[src/rtl/usr_shift_sequencer_if.sv]
// Purpose: command handshake and register-drive bundle for usr_shift_sequencer.
// Latency: none; wires only.
// Backpressure: cmd_ready (slave output) gates cmd_valid (master output).
//
// Ports:
//   Command side   : cmd_valid, cmd_ready, cmd_op, cmd_count, cmd_data
//   Register side  : Sel, P_in, R_Shift, L_Shift driven to the register;
//                    reg_q is the register's Out fed back
//   Status         : Busy, Done
// Modports:
//   slave  - the sequencer
//   master - the host plus the attached shift register
interface usr_shift_sequencer_if #(
    parameter int WIDTH = 4,
    parameter int CNT_W = 3
);
    logic             cmd_valid;
    logic             cmd_ready;
    logic [1:0]       cmd_op;
    logic [CNT_W-1:0] cmd_count;
    logic [WIDTH-1:0] cmd_data;
    logic [WIDTH-1:0] reg_q;
    logic [1:0]       Sel;
    logic [WIDTH-1:0] P_in;
    logic             R_Shift;
    logic             L_Shift;
    logic             Busy;
    logic             Done;

    modport slave (
        input  cmd_valid, cmd_op, cmd_count, cmd_data, reg_q,
        output cmd_ready, Sel, P_in, R_Shift, L_Shift, Busy, Done
    );

    modport master (
        output cmd_valid, cmd_op, cmd_count, cmd_data, reg_q,
        input  cmd_ready, Sel, P_in, R_Shift, L_Shift, Busy, Done
    );
endinterface

[src/rtl/usr_shift_sequencer.sv]
// Purpose: steps a 4-bit universal shift register through load / shift-N / no-op commands.
// Latency: accept->Done = 2 (load), N+1 (shift N), 1 (no-op or zero count).
// Backpressure: cmd_ready low while Busy; cmd_valid seen while Busy is dropped, not queued.
//
// Ports:
//   Clk, Rst_n      clock and asynchronous active-low reset
//   bus (slave)     command handshake in, register controls out, reg_q feedback in
//
// Optional build macro USR_SEQ_ROTATE_EN:
//   cmd_data[WIDTH-1] becomes a rotate flag for shift ops and the serial
//   bit is taken combinationally from reg_q; without it reg_q is unused and
//   every output is a flop.
module usr_shift_sequencer #(
    parameter int WIDTH = 4,
    parameter int CNT_W = 3
) (
    input  logic                 Clk,
    input  logic                 Rst_n,
    usr_shift_sequencer_if.slave bus
);

    typedef enum logic [1:0] {
        ST_IDLE  = 2'd0,
        ST_LOAD  = 2'd1,
        ST_SHIFT = 2'd2,
        ST_DONE  = 2'd3
    } state_t;

    // Op codes double as the register's Sel encoding.
    localparam logic [1:0] OP_NOP   = 2'b00;
    localparam logic [1:0] OP_RIGHT = 2'b01;
    localparam logic [1:0] OP_LEFT  = 2'b10;
    localparam logic [1:0] OP_LOAD  = 2'b11;

    state_t           state_q,   state_d;
    logic [1:0]       op_q,      op_d;
    logic [CNT_W-1:0] cnt_q,     cnt_d;
    logic [WIDTH-1:0] pat_q,     pat_d;
    logic [WIDTH-1:0] p_in_q,    p_in_d;
    logic [1:0]       sel_q,     sel_d;
    logic             r_shift_q, r_shift_d;
    logic             l_shift_q, l_shift_d;
    logic             busy_q,    busy_d;
    logic             done_q,    done_d;

    logic [WIDTH-1:0] cmd_pat;
    logic             cmd_is_shift;

    assign cmd_is_shift = (bus.cmd_op == OP_RIGHT) || (bus.cmd_op == OP_LEFT);

`ifdef USR_SEQ_ROTATE_EN
    // Top data bit is the rotate flag, so it never enters the pattern.
    assign cmd_pat = {1'b0, bus.cmd_data[WIDTH-2:0]};
`else
    assign cmd_pat = bus.cmd_data;
`endif

    // ------------------------------------------------------------------
    // Next-state and datapath
    // ------------------------------------------------------------------
    always_comb begin
        state_d = state_q;
        op_d    = op_q;
        cnt_d   = cnt_q;
        pat_d   = pat_q;
        p_in_d  = p_in_q;

        case (state_q)
            ST_IDLE: begin
                if (bus.cmd_valid) begin
                    op_d  = bus.cmd_op;
                    cnt_d = bus.cmd_count;
                    pat_d = cmd_pat;
                    if (bus.cmd_op == OP_LOAD) begin
                        // P_in only follows load data so it stays put otherwise.
                        p_in_d  = bus.cmd_data;
                        state_d = ST_LOAD;
                    end else if (cmd_is_shift && (bus.cmd_count != '0)) begin
                        state_d = ST_SHIFT;
                    end else begin
                        state_d = ST_DONE;
                    end
                end
            end

            ST_LOAD: begin
                state_d = ST_DONE;
            end

            ST_SHIFT: begin
                // Zero fill: counts beyond WIDTH feed zeros once the pattern runs out.
                pat_d = pat_q >> 1;
                cnt_d = cnt_q - CNT_W'(1);
                if (cnt_q == CNT_W'(1)) begin
                    state_d = ST_DONE;
                end
            end

            ST_DONE: begin
                state_d = ST_IDLE;
            end

            default: begin
                state_d = ST_IDLE;
            end
        endcase
    end

    // ------------------------------------------------------------------
    // Output decode from the *next* state so the outputs come straight
    // off flops and line up with the state they describe.
    // ------------------------------------------------------------------
    always_comb begin
        sel_d     = OP_NOP;
        r_shift_d = 1'b0;
        l_shift_d = 1'b0;
        busy_d    = (state_d != ST_IDLE);
        done_d    = (state_d == ST_DONE);

        case (state_d)
            ST_LOAD: begin
                sel_d = OP_LOAD;
            end
            ST_SHIFT: begin
                sel_d     = op_d;
                r_shift_d = (op_d == OP_RIGHT) && pat_d[0];
                l_shift_d = (op_d == OP_LEFT)  && pat_d[0];
            end
            default: begin
                sel_d = OP_NOP;
            end
        endcase
    end

    always_ff @(posedge Clk or negedge Rst_n) begin
        if (!Rst_n) begin
            state_q   <= ST_IDLE;
            op_q      <= OP_NOP;
            cnt_q     <= '0;
            pat_q     <= '0;
            p_in_q    <= '0;
            sel_q     <= OP_NOP;
            r_shift_q <= 1'b0;
            l_shift_q <= 1'b0;
            busy_q    <= 1'b0;
            done_q    <= 1'b0;
        end else begin
            state_q   <= state_d;
            op_q      <= op_d;
            cnt_q     <= cnt_d;
            pat_q     <= pat_d;
            p_in_q    <= p_in_d;
            sel_q     <= sel_d;
            r_shift_q <= r_shift_d;
            l_shift_q <= l_shift_d;
            busy_q    <= busy_d;
            done_q    <= done_d;
        end
    end

    assign bus.Sel       = sel_q;
    assign bus.P_in      = p_in_q;
    assign bus.Busy      = busy_q;
    assign bus.Done      = done_q;
    assign bus.cmd_ready = ~busy_q;

`ifdef USR_SEQ_ROTATE_EN
    logic rot_q, rot_d;

    always_comb begin
        rot_d = rot_q;
        if ((state_q == ST_IDLE) && bus.cmd_valid) begin
            rot_d = cmd_is_shift && bus.cmd_data[WIDTH-1];
        end
    end

    always_ff @(posedge Clk or negedge Rst_n) begin
        if (!Rst_n) begin
            rot_q <= 1'b0;
        end else begin
            rot_q <= rot_d;
        end
    end

    // Rotating feeds the bit falling off one end back into the other, so it
    // must come live from the register rather than from the pattern.
    assign bus.R_Shift = (rot_q && (sel_q == OP_RIGHT)) ? bus.reg_q[0]       : r_shift_q;
    assign bus.L_Shift = (rot_q && (sel_q == OP_LEFT))  ? bus.reg_q[WIDTH-1] : l_shift_q;
`else
    logic unused_reg_q;
    assign unused_reg_q = ^bus.reg_q;

    assign bus.R_Shift = r_shift_q;
    assign bus.L_Shift = l_shift_q;
`endif

endmodule

[src/flat_wrapper.sv]
// flat-port wrapper written by rule: the top's interface ports become plain ports
module usr_shift_sequencer_flat 
#(
    parameter int WIDTH = 4,
    parameter int CNT_W = 3
)
  (Clk, Rst_n, bus_cmd_valid, bus_cmd_op, bus_cmd_count, bus_cmd_data, bus_reg_q, bus_cmd_ready, bus_Sel, bus_P_in, bus_R_Shift, bus_L_Shift, bus_Busy, bus_Done);
  usr_shift_sequencer_if #(.WIDTH(WIDTH), .CNT_W(CNT_W)) bus_i ();
  input  logic Clk;
  input  logic Rst_n;
  input wire logic [$bits(bus_i.cmd_valid)-1:0] bus_cmd_valid;
  input wire logic [$bits(bus_i.cmd_op)-1:0] bus_cmd_op;
  input wire logic [$bits(bus_i.cmd_count)-1:0] bus_cmd_count;
  input wire logic [$bits(bus_i.cmd_data)-1:0] bus_cmd_data;
  input wire logic [$bits(bus_i.reg_q)-1:0] bus_reg_q;
  output wire logic [$bits(bus_i.cmd_ready)-1:0] bus_cmd_ready;
  output wire logic [$bits(bus_i.Sel)-1:0] bus_Sel;
  output wire logic [$bits(bus_i.P_in)-1:0] bus_P_in;
  output wire logic [$bits(bus_i.R_Shift)-1:0] bus_R_Shift;
  output wire logic [$bits(bus_i.L_Shift)-1:0] bus_L_Shift;
  output wire logic [$bits(bus_i.Busy)-1:0] bus_Busy;
  output wire logic [$bits(bus_i.Done)-1:0] bus_Done;
  assign bus_i.cmd_valid = bus_cmd_valid;
  assign bus_i.cmd_op = bus_cmd_op;
  assign bus_i.cmd_count = bus_cmd_count;
  assign bus_i.cmd_data = bus_cmd_data;
  assign bus_i.reg_q = bus_reg_q;
  assign bus_cmd_ready = bus_i.cmd_ready;
  assign bus_Sel = bus_i.Sel;
  assign bus_P_in = bus_i.P_in;
  assign bus_R_Shift = bus_i.R_Shift;
  assign bus_L_Shift = bus_i.L_Shift;
  assign bus_Busy = bus_i.Busy;
  assign bus_Done = bus_i.Done;
  usr_shift_sequencer #(.WIDTH(WIDTH), .CNT_W(CNT_W)) u_core (.Clk(Clk), .Rst_n(Rst_n), .bus(bus_i));
endmodule
[config.mk]
export PLATFORM = sky130hd
export DESIGN_NAME = usr_shift_sequencer_flat
export DESIGN_NICKNAME = d
export VERILOG_FILES = /design/src/rtl/usr_shift_sequencer_if.sv /design/src/rtl/usr_shift_sequencer.sv /design/src/flat_wrapper.sv
export SDC_FILE = /design/constraint.sdc
export NUM_CORES = 1
export LEC_CHECK = 0
export ABC_AREA = 0
export CELL_PAD_IN_SITES_DETAIL_PLACEMENT = 1
export CELL_PAD_IN_SITES_GLOBAL_PLACEMENT = 2
export CORE_ASPECT_RATIO = 1.4
export CORE_MARGIN = 2
export CORE_UTILIZATION = 31
export CTS_BUF_LIST = sky130_fd_sc_hd__clkbuf_16
export DETAILED_ROUTE_END_ITERATION = 10
export PLACE_DENSITY_LB_ADDON = 0.1
export SLEW_MARGIN = 20
export SYNTH_ARGS = -nofsm -noshare
export SYNTH_HDL_FRONTEND = slang
export SYNTH_SLANG_ARGS = --single-unit
[constraint.sdc]
create_clock -name Clk -period 2.8 [get_ports Clk]
set_input_delay 0.84 -clock Clk [delete_from_list [all_inputs] [get_ports Clk]]
set_output_delay 0.84 -clock Clk [all_outputs]
set_load 0.03 [all_outputs]
==> metrics.txt <==
status finished, final reports clean; vias in the first global route 980; Final TNS setup 0 ns; Worst Hold Class reg2reg; DIE AREA 4310 sq um; Final Hold Fails 0; WS Path Type in2reg; Critical Path RT 2.97 ns; Overflow after GRT 0; Final Cycle Share 0.903; P_leak 0.718 nW; RSZ-0062 raised after global routing false; Synth Area per Inst 11.0 sq um; clock share of power 0.166; largest area contributor in the netlist dfrtp_1; Ports 27; hold-fix buffers at CTS 0; Num CTS Buffers 3; Final Max Slew Viols 0; DRT iter0 DRCs 20; Post-synth EDFFs 0; # DRC 0; HP Start u_core.bus.P_in[3]; Internal 0.00109 W; crit end category flop; fill cell count 420; vias post-DR 899; top cell type's share of synthesized area 0.446; most common cell in the synthesized netlist dfrtp_1; Core Footprint 3640 sq um; max capacitance violation total 0; Horiz. Die Dim 56.1 um; distinct cell type count after synthesis 33; commonest register cell after synthesis dfrtp_1; Net Switching 0.000751 W; Sequential Area 526 sq um; HPWL Detailed 1930 um; startpoint type of the worst setup path input port; Post-Synthesis Cells 107; fin crit period 2.53 ns; part of the Yosys area used for sequential elements 0.446; Worst EP arrival 2.70 ns; Slew headroom 0.785; initial core utilization 0.323; YS warnings 0; part of the power in registers 0.292; Skew-Pair Late Insertion Delay 0.25 ns; largest net degree at the start of global routing 22; Routed WL 2540 um; clk buf depth 2; syn_nets 135; post-cts resize count 0; CTS tree built; setup violators final 0; post-CTS setup buffers 0; initial antenna violation count 0; Pwr per Cell Area 1190 nW/um^2; PortBufs 22; Logic pwr share 0.541; Net Sw Frac 0.409; Fin Hold WS 0.507 ns; Die Ht 76.9 um; Nets 161; Routed wire per std cell 14.6 um; total iterations of the first detailed-routing run 3; mapped cell area 1180 sq um; via/cell ratio 5.17; Clock transition at path regs 0.06 ns; H-tree depth 1; Antenna Cells 0; Max IR drop VDD 0.544 mV; routability cong. 0.715; Slew @ Worst Pin 0.314 ns; Cell Area, Placed 1460 sq um; commonest cells in the netlist dfrtp_1, ha_1, inv_1; Synth area leaders dfrtp_1, ha_1, mux2_2; f_max 396 MHz; first-pass GRT wire length 4660 um; Yosys reg bits 21; worst r2r src u_core.state_q[0]; Max FO, Critical Path 3; finished layout cell area 1540 sq um; All-Layer GR Usage 0.136; Worst setup startpoint bus_cmd_op[0]; ANT nets after route 0; area of the multi-input gates 578 sq um; share of post-route cells with drive strength above 1 0.121; final setup skew 0.00458 ns; Layout Area Growth over Synthesis 30.8%; FP Rows 26; root buffer cell clkbuf_16; final core utilization 0.423; Clock Sinks 21; async set or reset register ratio after synthesis 1.00
metal layers:
| layer | global-route usage | up-vias | part of all wire |
|---|---|---|---|
| li1 | - | 430 | - |
| met3 | 0.0371 | 2 | 0.035 |
| met2 | 0.240 | 11 | 0.55 |
| met1 | 0.157 | 456 | 0.41 |
| met4 | 0.0429 | 0 | 0.0071 |
| met5 | 0 | - | 0 |
layout make-up:
class | count | share of cell area
Clock buffer | 3 | 0.0487
Clock inverter | 1 | 0.00325
Inverter | 11 | 0.0268
Multi-Input combinational cell | 70 | 0.375
Sequential cell | 21 | 0.341
Tap cell | 42 | 0.0341
Timing Repair Buffer | 26 | 0.171
metrics by stage:
stage | cells | power [W] | setup slack (ns)
after floorplan | 107 | 0.00122 | 0.700
after global placement | 170 | 0.00152 | 0.0558
after detailed placement | 170 | 0.00155 | 0.000962
after CTS | 174 | 0.00188 | 0.257
after global routing | 174 | 0.00203 | 0.0817
final | 174 | 0.00184 | 0.272
final timing paths:
check,cells past startpoint,to,slack (ns)
min in group asynchronous,2,u_core.state_q[0],0.93
worst max register to register,8,u_core.bus.Sel[1],0.62
worst min-delay path,1,u_core.bus.P_in[3],0.51
max in group asynchronous,2,u_core.bus.L_Shift,1.65
worst max-delay path,8,u_core.bus.Sel[1],0.27
worst min register to register,1,u_core.bus.P_in[3],0.51
cells in the final DEF, fill, tap and decap left out, drive strengths merged:
cell | Yosys | routed
clkdlybuf4s50 | 0 | 22
dfrtp | 21 | 21
ha | 12 | 12
inv | 11 | 11
o21ai | 10 | 10
mux2 | 7 | 7
mux2i | 5 | 5
nand3 | 5 | 5
a21oi | 4 | 4
buf | 5 | 4
nand2 | 3 | 3
clkbuf | 0 | 3
a211oi | 2 | 2
nor2 | 2 | 2
nand2b | 2 | 2
a32oi | 2 | 2
o21a | 2 | 2
a221oi | 2 | 2
and3b | 1 | 1
nor2b | 1 | 1
o311a | 1 | 1
o22ai | 1 | 1
a21o | 1 | 1
and2 | 1 | 1
o22a | 1 | 1
and4b | 1 | 1
nor4b | 1 | 1
o2111ai | 1 | 1
o211ai | 1 | 1
xor2 | 1 | 1
clkinv | 0 | 1
flip-flops by register name (all words and copies together) (netlist names):
register,flops
u_core.bus.Done,1
u_core.bus.P_in,4
u_core.cnt_q,3
u_core.op_q,2
u_core.bus.Sel,2
u_core.pat_q,4
u_core.bus.Busy,1
u_core.bus.L_Shift,1
u_core.bus.R_Shift,1
u_core.state_q,2
critical path, stage by stage:
cell,delay (ns)
clkdlybuf4s50_1,0.43
ha_1,0.22
nor2b_1,0.20
o311a_1,0.23
o22a_1,0.21
ha_1,0.25
nand2b_1,0.15
o21ai_0,0.15
logic make-up (layout without fill, tap and decap cells):
family | Yosys count | count (layout) | share of synthesized area
simple gates | 17 | 17 | 0.0818
compound gates | 28 | 28 | 0.162
buf+inv | 16 | 41 | 0.0627
mux | 12 | 12 | 0.113
flops | 21 | 21 | 0.446
xor+xnor | 1 | 1 | 0.00744
fa+ha+maj | 12 | 12 | 0.128
power groups by stage:
stage	Combinational (W)	Sequential [W]	Clock [W]
5_1_grt	0.00113	0.000562	0.000334
3_3_place_gp	0.000985	0.000535	0
3_5_place_dp	0.00101	0.000544	0
4_1_cts	0.00102	0.000539	0.000318
2_1_floorplan	0.000582	0.000636	0
6_report	0.000995	0.000537	0.000306
(Power assumes the default switching activity.)
